**src/rtl/ram_march_pkg.sv**
```systemverilog
// Shared encodings for the RAM March C- self-test: element table, phase and FSM state.
package ram_march_pkg;

  typedef enum logic [2:0] {M0, M1, M2, M3, M4, M5} elem_e;
  typedef enum logic       {PH_RD, PH_WR}           phase_e;
  typedef enum logic [1:0] {S_IDLE, S_RUN, S_FIN}   state_e;

  typedef struct packed {
    logic down;    // element walks NUM_BYTES-1 -> 0
    logic rd_one;  // read expects ~PATTERN
    logic wr_one;  // write stores ~PATTERN
    logic has_rd;
    logic has_wr;
  } elem_cfg_t;

  function automatic elem_cfg_t elem_cfg(input elem_e e);
    case (e)
      M0:      elem_cfg = elem_cfg_t'(5'b00001);
      M1:      elem_cfg = elem_cfg_t'(5'b00111);
      M2:      elem_cfg = elem_cfg_t'(5'b01011);
      M3:      elem_cfg = elem_cfg_t'(5'b10111);
      M4:      elem_cfg = elem_cfg_t'(5'b11011);
      M5:      elem_cfg = elem_cfg_t'(5'b00010);
      default: elem_cfg = elem_cfg_t'(5'b00000);
    endcase
  endfunction

  function automatic logic elem_down(input elem_e e);
    elem_down = (e == M3) || (e == M4);
  endfunction

  function automatic elem_e next_elem(input elem_e e);
    case (e)
      M0:      next_elem = M1;
      M1:      next_elem = M2;
      M2:      next_elem = M3;
      M3:      next_elem = M4;
      M4:      next_elem = M5;
      default: next_elem = M5;
    endcase
  endfunction

endpackage

```
**src/rtl/ram_march_addr_gen.sv**
```systemverilog
// Up/down RAM address counter with element-start load and end-of-element flag.
module ram_march_addr_gen
  import ram_march_pkg::*;
#(
  parameter int ADDR_BITS = 6,
  parameter int NUM_BYTES = 48
) (
  input  logic                 clk,
  input  logic                 rst,
  input  logic                 i_load,
  input  logic                 i_load_down,
  input  logic                 i_step,
  input  logic                 i_down,
  output logic [ADDR_BITS-1:0] o_addr,
  output logic                 o_last
);

  localparam logic [ADDR_BITS-1:0] LAST = ADDR_BITS'(NUM_BYTES - 1);

  logic [ADDR_BITS-1:0] r_addr;

  always_ff @(posedge clk or posedge rst) begin
    if (rst)         r_addr <= '0;
    else if (i_load) r_addr <= i_load_down ? LAST : '0;
    else if (i_step) r_addr <= i_down ? r_addr - 1'b1 : r_addr + 1'b1;
  end

  assign o_addr = r_addr;
  // End is detected at the far address, so the counter never wraps inside an element.
  assign o_last = i_down ? (r_addr == '0) : (r_addr == LAST);

endmodule

```
**src/rtl/ram_march_tester.sv**
```systemverilog
// March C- BIST initiator for a single-port byte RAM; stops on first mismatch.
module ram_march_tester
  import ram_march_pkg::*;
#(
  parameter int          ADDR_BITS = 6,
  parameter int          NUM_BYTES = 48,
  parameter logic [7:0]  PATTERN   = 8'h55
) (
  input  logic                 clk,
  input  logic                 rst,
  input  logic                 start,
  output logic                 busy,
  output logic                 done,
  output logic                 pass,
  output logic [ADDR_BITS-1:0] fail_addr,
  output logic [7:0]           fail_exp,
  output logic [7:0]           fail_got,
  output logic [ADDR_BITS-1:0] mem_addr,
  output logic [7:0]           mem_wdata,
  output logic                 mem_we,
  input  logic [7:0]           mem_rdata
);

  state_e               r_state;
  elem_e                r_elem;
  phase_e               r_phase;
  logic                 r_we;
  logic [7:0]           r_wdata;
  logic                 r_pass;
  logic [ADDR_BITS-1:0] r_faddr;
  logic [7:0]           r_fexp;
  logic [7:0]           r_fgot;

  elem_cfg_t            w_cfg;
  logic [7:0]           w_exp;
  logic [7:0]           w_wval;
  logic                 w_rd_cycle;
  logic                 w_mismatch;
  logic                 w_addr_done;
  logic                 w_step;
  logic                 w_load;
  logic                 w_load_down;
  logic                 w_last;
  logic [ADDR_BITS-1:0] w_addr;

  always_comb begin
    w_cfg       = elem_cfg(r_elem);
    w_exp       = w_cfg.rd_one ? ~PATTERN : PATTERN;
    w_wval      = w_cfg.wr_one ? ~PATTERN : PATTERN;
    w_rd_cycle  = (r_state == S_RUN) && (r_phase == PH_RD);
    w_mismatch  = w_rd_cycle && (mem_rdata != w_exp);
    // Current address is finished: its last op this element completed without error.
    w_addr_done = (r_state == S_RUN) && !w_mismatch && !(w_rd_cycle && w_cfg.has_wr);
    w_step      = w_addr_done && !w_last;
    w_load      = ((r_state == S_IDLE) && start) ||
                  (w_addr_done && w_last && (r_elem != M5));
    w_load_down = (r_state == S_RUN) && elem_down(next_elem(r_elem));
  end

  ram_march_addr_gen #(
    .ADDR_BITS (ADDR_BITS),
    .NUM_BYTES (NUM_BYTES)
  ) u_addr (
    .clk         (clk),
    .rst         (rst),
    .i_load      (w_load),
    .i_load_down (w_load_down),
    .i_step      (w_step),
    .i_down      (w_cfg.down),
    .o_addr      (w_addr),
    .o_last      (w_last)
  );

  always_ff @(posedge clk or posedge rst) begin
    if (rst) begin
      r_state <= S_IDLE;
      r_elem  <= M0;
      r_phase <= PH_RD;
      r_we    <= 1'b0;
      r_wdata <= '0;
      r_pass  <= 1'b0;
      r_faddr <= '0;
      r_fexp  <= '0;
      r_fgot  <= '0;
    end else begin
      case (r_state)
        S_IDLE: if (start) begin
          r_state <= S_RUN;
          r_elem  <= M0;
          r_phase <= PH_WR;
          r_we    <= 1'b1;
          r_wdata <= PATTERN;
          r_pass  <= 1'b0;
          r_faddr <= '0;
          r_fexp  <= '0;
          r_fgot  <= '0;
        end
        S_RUN: begin
          if (w_mismatch) begin
            r_state <= S_FIN;
            r_we    <= 1'b0;
            r_pass  <= 1'b0;
            r_faddr <= w_addr;
            r_fexp  <= w_exp;
            r_fgot  <= mem_rdata;
          end else if (w_rd_cycle && w_cfg.has_wr) begin
            r_phase <= PH_WR;
            r_we    <= 1'b1;
            r_wdata <= w_wval;
          end else if (!w_last) begin
            r_phase <= w_cfg.has_rd ? PH_RD : PH_WR;
            r_we    <= !w_cfg.has_rd;
          end else if (r_elem == M5) begin
            r_state <= S_FIN;
            r_we    <= 1'b0;
            r_pass  <= 1'b1;
          end else begin
            // Every element after M0 opens with a read.
            r_elem  <= next_elem(r_elem);
            r_phase <= PH_RD;
            r_we    <= 1'b0;
          end
        end
        S_FIN:   r_state <= S_IDLE;
        default: r_state <= S_IDLE;
      endcase
    end
  end

  assign busy      = (r_state == S_RUN);
  assign done      = (r_state == S_FIN);
  assign pass      = r_pass;
  assign fail_addr = r_faddr;
  assign fail_exp  = r_fexp;
  assign fail_got  = r_fgot;
  assign mem_addr  = w_addr;
  assign mem_wdata = r_wdata;
  assign mem_we    = r_we;

endmodule

```
**config.mk**
```make
export PLATFORM = sky130hd
export DESIGN_NAME = ram_march_tester
export DESIGN_NICKNAME = d
export VERILOG_FILES = /design/src/rtl/ram_march_pkg.sv /design/src/rtl/ram_march_addr_gen.sv /design/src/rtl/ram_march_tester.sv
export SDC_FILE = /design/constraint.sdc
export NUM_CORES = 1
export LEC_CHECK = 0
export ABC_AREA = 1
export CAP_MARGIN = 0
export CORE_MARGIN = 1.5
export CORE_UTILIZATION = 44
export CTS_CLUSTER_SIZE = 10
export DETAILED_ROUTE_END_ITERATION = 16
export GPL_ROUTABILITY_DRIVEN = 0
export PLACE_DENSITY = 0.76
export SYNTH_ARGS = -nofsm -noshare
export SYNTH_HDL_FRONTEND = slang
export SYNTH_SLANG_ARGS = --single-unit
```
**constraint.sdc**
```tcl
create_clock -name clk -period 1.7 [get_ports clk]
set_input_delay 0.34 -clock clk [delete_from_list [all_inputs] [get_ports clk]]
set_output_delay 0.34 -clock clk [all_outputs]
set_load 0.005 [all_outputs]
```
[Word-level counts from Yosys, hierarchy flattened]
Cells that the tools add are included.
Word-level totals
  bits in registers: 44
  input port bits: 11
  output and inout bits: 40
  logic and storage cells: 114
Operators by class
  add/sub/neg operators: 2
  eq/ne operators: 23
  mux-type cells: 50
  bitwise gates (word level): 1
  reductions and logical operators: 28
Operators by type and width (count)
  $mux W8: 8
  $pmux W8 S2: 3
  $mux W6: 6
  $pmux W5 S6: 1
  $mux W1: 15
  $mux W3: 5
  $pmux W3 S4: 1
  $pmux W6 S2: 1
  $reduce_and A4 Y1: 3
  $logic_and A1 B1 Y1: 10
  $mux W2: 5
  $eq A3 B2 Y1 const B: 3
  $eq A3 B3 Y1 const B: 3
  $ne A2 B2 Y1 const B: 4
  $ne A8 B8 Y1: 1
  $add A6 B1 Y6 const B: 1
  $eq A6 B6 Y1 const B: 1
  $logic_not A6 Y1: 1
  $ne A2 B1 Y1 const B: 3
  $ne A3 B1 Y1 const B: 2
  $ne A3 B3 Y1 const B: 2
  $pmux W1 S2: 3
  $pmux W3 S2: 1
  $reduce_and A6 Y1: 1
  other kinds (15): 20

[Depth between registers and ports, before layout]
Gate-level depths: netlist of run 1.
  depth after elaboration: 12
  gate-level depth with buffers: 15
  depth with buffers taken out: 15

[Hierarchy]
Synthesis of run 1 repeated with hierarchy kept, for this count alone.
Unflattened totals
  cells, all modules: 256
  area, all modules: 1895.6 µm²
By module, submodules not included
  ram_march_tester: instances 1, cells each 184, area an instance 1395.1 µm², sequential area each 650.6 µm²
  ram_march_addr_gen: instances 1, cells each 72, area an instance 500.5 µm², sequential area each 150.1 µm²

[Worst setup path before layout of run 1]
Ideal clock, no wire load.
  path kind: register to register
  start: register r_elem[0]
  end: register u_addr.r_addr[5] (netlist: u_addr.o_addr[5])
  arrival time: 1742 ps
  slack: -159 ps
  cell stages (with the launch flop): 13
  path buffers: 0
  period minus slack after synthesis: 1859 ps
  cell sequence: dfrtp_1 > nor2_1 > nand2_1 > nand2_1 > ha_1 > a21oi_1 > o21ai_0 > o21ai_0 > nand2_1 > nand3_1 > nand2_1 > nand2_1 > nand2_1
Between the ends
  cells in the longest elaborated chain, start to end: 12
  elaborated cells between the ends (all ways): 32
  those cells by class: eq/ne: 9; mux: 8; reduce/logical: 15
Ends and longest elaborated chain
  start: declaration: RTL line ram_march_tester.sv:25  | elem_e r_elem;
  start signal: assignment: RTL line ram_march_tester.sv:119  | r_elem <= next_elem(r_elem);
  $eq A3 B3 Y1, or another cell as far along: RTL line ram_march_pkg.sv:17  | case (e)
  $pmux W5 S6: RTL line ram_march_pkg.sv:17
  $mux W8: RTL line ram_march_tester.sv:48  | w_exp = w_cfg.rd_one ? ~PATTERN : PATTERN;
  $ne A8 B8 Y1: RTL line ram_march_tester.sv:51  | w_mismatch = w_rd_cycle && (mem_rdata != w_exp);
  $logic_and A1 B1 Y1: RTL line ram_march_tester.sv:51
  $logic_not A1 Y1: RTL line ram_march_tester.sv:53  | w_addr_done = (r_state == S_RUN) && !w_mismatch && !(w_rd_cycle && w_cfg.has_wr);
  $logic_and A1 B1 Y1 (2 in a row): RTL line ram_march_tester.sv:53
  $logic_and A1 B1 Y1 (2 in a row): RTL line ram_march_tester.sv:56  | (w_addr_done && w_last && (r_elem != M5));
  $logic_or A1 B1 Y1: RTL line ram_march_tester.sv:55  | w_load = ((r_state == S_IDLE) && start) ||
  $mux W6 or $reduce_bool A2 Y1 (tied branches)
  end signal: assignment: RTL line ram_march_addr_gen.sv:24  | else if (i_load) r_addr <= i_load_down ? LAST : '0;
  end signal: assignment: RTL line ram_march_addr_gen.sv:25  | else if (i_step) r_addr <= i_down ? r_addr - 1'b1 : r_addr + 1'b1;
  end: declaration: RTL line ram_march_addr_gen.sv:20  | logic [ADDR_BITS-1:0] r_addr;
Several ways; a longest one is shown, not always the timed one. The select of a mux whose other input is x is not followed.
A chain may end at the register's enable or synchronous reset.

[Final worst setup path of run 1]
  start: register r_elem[1]
  end: register u_addr.r_addr[1] (netlist: u_addr.o_addr[1])
Same word-level chain as after synthesis.

==> results.cfg, run 1 <==
[timing]
slew_headroom_pct = 70.2
rsz0062_at_grt = true
fin_ws_ps = -217
setup_viol = 30
timing.final.crit_share_pct = 113
skew_ps = 6.91
finalMaxSlewViolations = 0
whs_ps = 444
fmax_mhz = 522
tightest_slew_ps = 446
hold_viol_final = 0
period_minus_slack_ps = 1920

[synth]
synth_area_per_cell_um2 = 7.60
ys_seq_elements = 32
synthAdderAreaFrac_pct = 3.52
synth_top_cell_by_area = dfrtp_1
synth-simple-area-share_pct = 38.3
synth_top_area_share_pct = 40.2
synth_nets = 278
ys_warn_count = 0
ys_types = 30
synth_cells = 262
synth.area.top_cells = dfrtp_1, nand2_1, nand3_1
ys_seq_area_share_pct = 40.2
synth_compound_area_share_pct = 5.97
synth_top_family_by_area = simple AND/OR/NAND/NOR gates
muxShareOfSynthArea_pct = 0
synthXorXnorAreaFrac_pct = 1.32
syn_area_mm2 = 0.00199

[finish]
area_growth_pct = 62.1
fillers = 316
nets = 368
layout_common_cells = nand2_1, clkdlybuf4s50_1, nand3_1
n_antenna_cell = 0
mostFrequentLayoutCell = nand2_1
fin_util_pct = 74.1
final-seq-area_um2 = 807
drive_above_1_share_pct = 34.6
multiInputGateArea_mm2 = 0.00125

[critical_path]
cp_max_fo = 6
worstPathCellList = buf_6 > buf_6 > inv_4 > nand2_2 > nand2_2 > nand2_4 > inv_4 > nand2_4 > nand3_4 > nand3_4 > nor2_8 > nand2_4 > nand2_1 > nand2_1 > nand2_1
path_depth = 15
reg2regPathDepth = 15
critical_path_arrival_ps = 2140
required_ps = 1920
cp-start-kind = register
path_class = register to register
cpPeakStageDelay_ps = 440
end_kind = register
cp_num_buf_inv = 4
critical_path.top_delay_family = simple AND/OR/NAND/NOR gates
cp_slowest_cell = dfrtp_2

[outcome]
run_status = finished, violations left
violations = negative setup slack

[floorplan]
die_h_um = 70.3
die_area_mm2 = 0.00494
initial_core_util_pct = 45.7
ios = 51
num_rows = 24
die_width_um = 70.3
core-area_mm2 = 0.00435

[global_routing]
grt_pass1_vias = 1987
grt_use_total_pct = 22.8
antenna_found_initial = 0
grt_remaining_overflow = 0
grt_pass1_wl_mm = 8.90
grt_start_max_net_pins = 33

[drt]
drc = 0
drtPass1Iterations = 4
detail-route-antenna-nets = 0
vias = 2148
drt_wl_total_mm = 6.14
first_iter_violations = 188
wire_per_inst_um = 15.2
viasPerCell = 5.30

[power_and_ir_drop]
p_sw_uw = 3050
seqPwrFrac_pct = 21.1
p_leak_uw = 0.00160
sw_frac_of_total_pct = 43.3
p_per_area_mw_per_mm2 = 2180
ir_worst_vdd_v = 0.000991
p_clk_share_pct = 8.7
combPwrFrac_pct = 70.2
internal_power_uw = 3980

[clock_tree]
path_clk_slew_ps = 70
cts_tree = done
cts_root_buf = clkbuf_8
clock_latency_ps = 290
hold_buffers = 0
htreeDepth = 2
clk_path_buf_depth = 2
cts_sinks = 32
cts_made_buffers = 5

[job]
drv_cap = 0

[placed_design]
io_buffers = 50
place_hpwl_mm = 3.67
dp_worst_setup_slack_ps = -286

[min_path]
hp-class = input port to async pin
==> cells in the mapped netlist, drive strengths merged <==
| cell | number |
|---|---|
| o21a | 1 |
| nand3b | 1 |
| ha | 4 |
| xor2 | 2 |
| a21oi | 6 |
| nor2 | 24 |
| buf | 15 |
| nor3 | 2 |
| clkbuf | 4 |
| nand2 | 81 |
| or2 | 1 |
| dfrtp | 32 |
| o21ai | 12 |
| inv | 22 |
| o22ai | 1 |
| fa | 1 |
| nand3 | 52 |
| xnor2 | 1 |
==> routing by layer <==
metal  part of all wire (%)  wire (um)  vias to the layer above  GRT usage (%)
met4                    4.1        250                        0           13.0
li1                       -          -                     1019              -
met2                     51       3100                       90           39.0
met1                     40       2450                     1012           26.8
met3                    5.5        338                       27           3.75
met5                      0          0                        -              0
==> layout make-up <==
class                   count  area share (%)
inverters                  22            2.87
multi-input cells         190            38.7
well taps                  52            2.02
flip-flops and latches     32            25.0
repair buffers            101            28.6
clock buffers               8            2.79
==> worst paths after layout <==
check	slack (ps)	startpoint	to
hold reg to reg	500	fail_got[7]$_DFFE_PP0P_	fail_got[7]$_DFFE_PP0P_
min in group clk	500	fail_got[7]$_DFFE_PP0P_	fail_got[7]$_DFFE_PP0P_
hold / removal	440	rst	fail_got[0]$_DFFE_PP0P_
setup reg to reg	-220	r_elem[1]$_DFFE_PP0P_	u_addr.o_addr[1]$_DFFE_PP0P_
setup / recovery	-220	r_elem[1]$_DFFE_PP0P_	u_addr.o_addr[1]$_DFFE_PP0P_
max in group asynchronous	920	rst	u_addr.o_addr[1]$_DFFE_PP0P_
==> kinds of logic (layout without fill, tap and decap cells) <==
logic type                 after synthesis  in the layout
buffers and inverters                   41            131
xor gates and xnor gates                 3              3
adders and majority gates                5              5
AOI/OAI and AO/OA                       20             20
DFF                                     32             32
and+or+nand+nor                        161            162
==> power by group through the flow <==
| stage | logic, uW | clock network [uW] | registers, uW |
|---|---|---|---|
| after floorplan | 2170 | 0 | 1430 |
| after global placement | 3730 | 0 | 1420 |
| after detailed placement | 3820 | 0 | 1450 |
| after CTS | 4100 | 611 | 1450 |
| after global routing | 5290 | 640 | 1520 |
| final | 4930 | 615 | 1480 |
==> timing repair <==
action,4_1_cts,5_1_grt
resized for setup,14,56
buffers inserted,5,9
pin swaps,10,18
endpoints found under the hold margin,0,0
setup endpoints to repair,14,35
gates cloned,1,0
==> worst register-to-register path, cell delays in order, from the launching register on <==
cell,delay [ps]
dfrtp_2,440
buf_6,130
buf_6,120
inv_4,40
nand2_2,50
nand2_2,100
nand2_4,100
inv_4,80
nand2_4,60
nand3_4,130
nand3_4,110
nor2_8,190
nand2_4,100
nand2_1,80
nand2_1,60
nand2_1,50
==> state kept, by name, summed over array words and instances (netlist names), 2 cells and up <==
signal / count
fail_got: 8
fail_addr: 6
u_addr.o_addr: 6
r_elem: 3
fail_exp: 2
mem_wdata: 2
r_state: 2
==> stage by stage <==
step | power, uW | cells | area [um^2] | TNS (ps)
detailed placement | 5260 | 382 | 2760 | -6750
floorplan | 3600 | 262 | 2040 | -7.28
finish | 7030 | 405 | 3230 | -3030
CTS | 6160 | 396 | 2950 | -245
global placement | 5160 | 382 | 2760 | -5720
global route | 7460 | 405 | 3230 | -5100
Note: power is estimated with default switching activity, not from simulation.
==> run 2: changes to the inputs <==
--- a/config.mk
+++ b/config.mk
@@ -8,11 +8,11 @@
 export ABC_AREA = 1
 export CAP_MARGIN = 0
 export CORE_MARGIN = 1.5
-export CORE_UTILIZATION = 44
+export CORE_UTILIZATION = 49
 export CTS_CLUSTER_SIZE = 10
 export DETAILED_ROUTE_END_ITERATION = 16
 export GPL_ROUTABILITY_DRIVEN = 0
-export PLACE_DENSITY = 0.76
+export PLACE_DENSITY = 0.8
 export SYNTH_ARGS = -nofsm -noshare
 export SYNTH_HDL_FRONTEND = slang
 export SYNTH_SLANG_ARGS = --single-unit
==> constraint.sdc (replaced) <==
create_clock -name clk -period 2 [get_ports clk]
set_input_delay 0.4 -clock clk [delete_from_list [all_inputs] [get_ports clk]]
set_output_delay 0.4 -clock clk [all_outputs]
set_load 0.005 [all_outputs]
==> results.cfg, run 2 (synthesis gave the netlist of run 1 again) <==
[global_routing]
antenna_found_initial = 0
grt_pass1_wl_mm = 7.71
grt_remaining_overflow = 0
grt_pass1_vias = 1741
grt_use_total_pct = 22.9
grt_start_max_net_pins = 33

[floorplan]
die_h_um = 66.8
ios = 51
initial_core_util_pct = 52.8
die_width_um = 66.8
core-area_mm2 = 0.00377
num_rows = 22
die_area_mm2 = 0.00446

[timing]
fmax_mhz = 527
setup_viol = 0
skew_ps = 8.67
rsz0062_at_grt = true
timing.final.crit_share_pct = 94.8
slew_headroom_pct = 72.6
tightest_slew_ps = 411
hold_viol_final = 0
finalMaxSlewViolations = 0
fin_ws_ps = 104
tns_ps = 0
period_minus_slack_ps = 1900

[finish]
drive_above_1_share_pct = 15.0
layout_common_cells = nand2_1, nand3_1, clkdlybuf4s50_1
n_antenna_cell = 0
mostFrequentLayoutCell = nand2_1
fillers = 298
nets = 329
fin_util_pct = 70.5
largest_reg_flops = 8
finalInstanceArea_mm2 = 0.00266
area_growth_pct = 33.4

[clock_tree]
cts_made_buffers = 5
clk_path_buf_depth = 2
cts_tree = done
htreeDepth = 2
clock_latency_ps = 280
cts_sinks = 32
path_clk_slew_ps = 70
cts_root_buf = clkbuf_8
hold_buffers = 0

[power_and_ir_drop]
ir_worst_vdd_v = 0.000997
sw_frac_of_total_pct = 41.7
internal_power_uw = 2780
p_per_area_mw_per_mm2 = 1790
p_clk_share_pct = 14.1
p_leak_uw = 0.00135
seqPwrFrac_pct = 25.5
power_uw = 4760
combPwrFrac_pct = 60.4
p_sw_uw = 1980

[placed_design]
place_hpwl_mm = 3.46
io_buffers = 50
placed_area_mm2 = 0.00252
dp_worst_setup_slack_ps = -95.7

[job]
drv_cap = 0

[min_path]
holdPathEnd = pass$_DFFE_PP0P_
hp-class = register to register
min_path_cells = 2
hp-start = pass$_DFFE_PP0P_

[drt]
viasPerCell = 5.14
drt_wl_total_mm = 4.64
drtPass1Iterations = 4
vias = 1860
detail-route-antenna-nets = 0
wire_per_inst_um = 12.8
drc = 0
first_iter_violations = 129

[critical_path]
r2r_start = r_elem[2]$_DFFE_PP0P_
end_kind = register
path_class = register to register
required_ps = 2170
reg2reg_setup_slack_ps = 100
cp-start-kind = register
reg2regPathDepth = 13
critical_path_arrival_ps = 2070
regToRegEndpoint = u_addr.o_addr[5]$_DFFE_PP0P_
cp_max_fo = 6

[outcome]
run_status = finished, final reports clean
[run 2: layout make-up]
type	count	area [um^2]	area share [%]
Clock buffer	7	96.3	3.63
Clock inverter	1	30.0	1.13
Inverter	22	85.1	3.20
Multi-Input combinational cell	189	986	37.1
Sequential cell	32	802	30.2
Tap cell	48	60.1	2.26
Timing Repair Buffer	63	598	22.5
[run 2: stage by stage]
| step | hold slack, ps | cells |
|---|---|---|
| after detailed placement | 460 | 354 |
| after floorplan | 464 | 262 |
| after global placement | 458 | 354 |
| after CTS | 477 | 362 |
| final | 474 | 362 |
| after global routing | 516 | 362 |
[run 2: worst max path at each step]
stage	from	to	slack [ps]	cells past startpoint
final	r_elem[2]$_DFFE_PP0P_	u_addr.o_addr[5]$_DFFE_PP0P_	100	13
after detailed placement	mem_rdata[6]	u_addr.o_addr[2]$_DFFE_PP0P_	-100	13
after floorplan	r_elem[0]$_DFFE_PP0P_	u_addr.o_addr[5]$_DFFE_PP0P_	140	12
after global routing	r_elem[0]$_DFFE_PP0P_	u_addr.o_addr[3]$_DFFE_PP0P_	-50	11
after CTS	r_elem[2]$_DFFE_PP0P_	u_addr.o_addr[5]$_DFFE_PP0P_	10	13
after global placement	mem_rdata[5]	u_addr.o_addr[2]$_DFFE_PP0P_	-10	12
[run 2: layer usage]
layer  up-vias  wire [um]  track usage (%)
met5         -          0                0
met4         0         56             7.40
met3         8        306             4.39
met2        65       2300             39.8
met1       853       1970             28.6
li1        934          -                -
[run 2: power by group through the flow]
stage	registers (uW)	logic (uW)	clock network, uW
final	1210	2880	674
after floorplan	1210	1770	0
after global routing	1260	3230	709
after detailed placement	1220	2850	0
after global placement	1200	2790	0
after CTS	1210	2870	684
[run 2: critical path, stage by stage (launching register included)]
cell and delay (ps):
dfrtp_2 420, inv_2 70, nand3_1 80, nand2_2 100
ha_1 340, nand2_1 80, o21ai_0 260, nor2_1 60
o21ai_0 70, nand2_1 80, nand3_1 80, nand2_1 60
nand2_1 60, nand2_1 40
[run 2: what timing repair did]
item / in CTS / in global routing
setup endpoints to repair: 0 / 5
resized for setup: 0 / 5
buffers inserted: 0 / 0
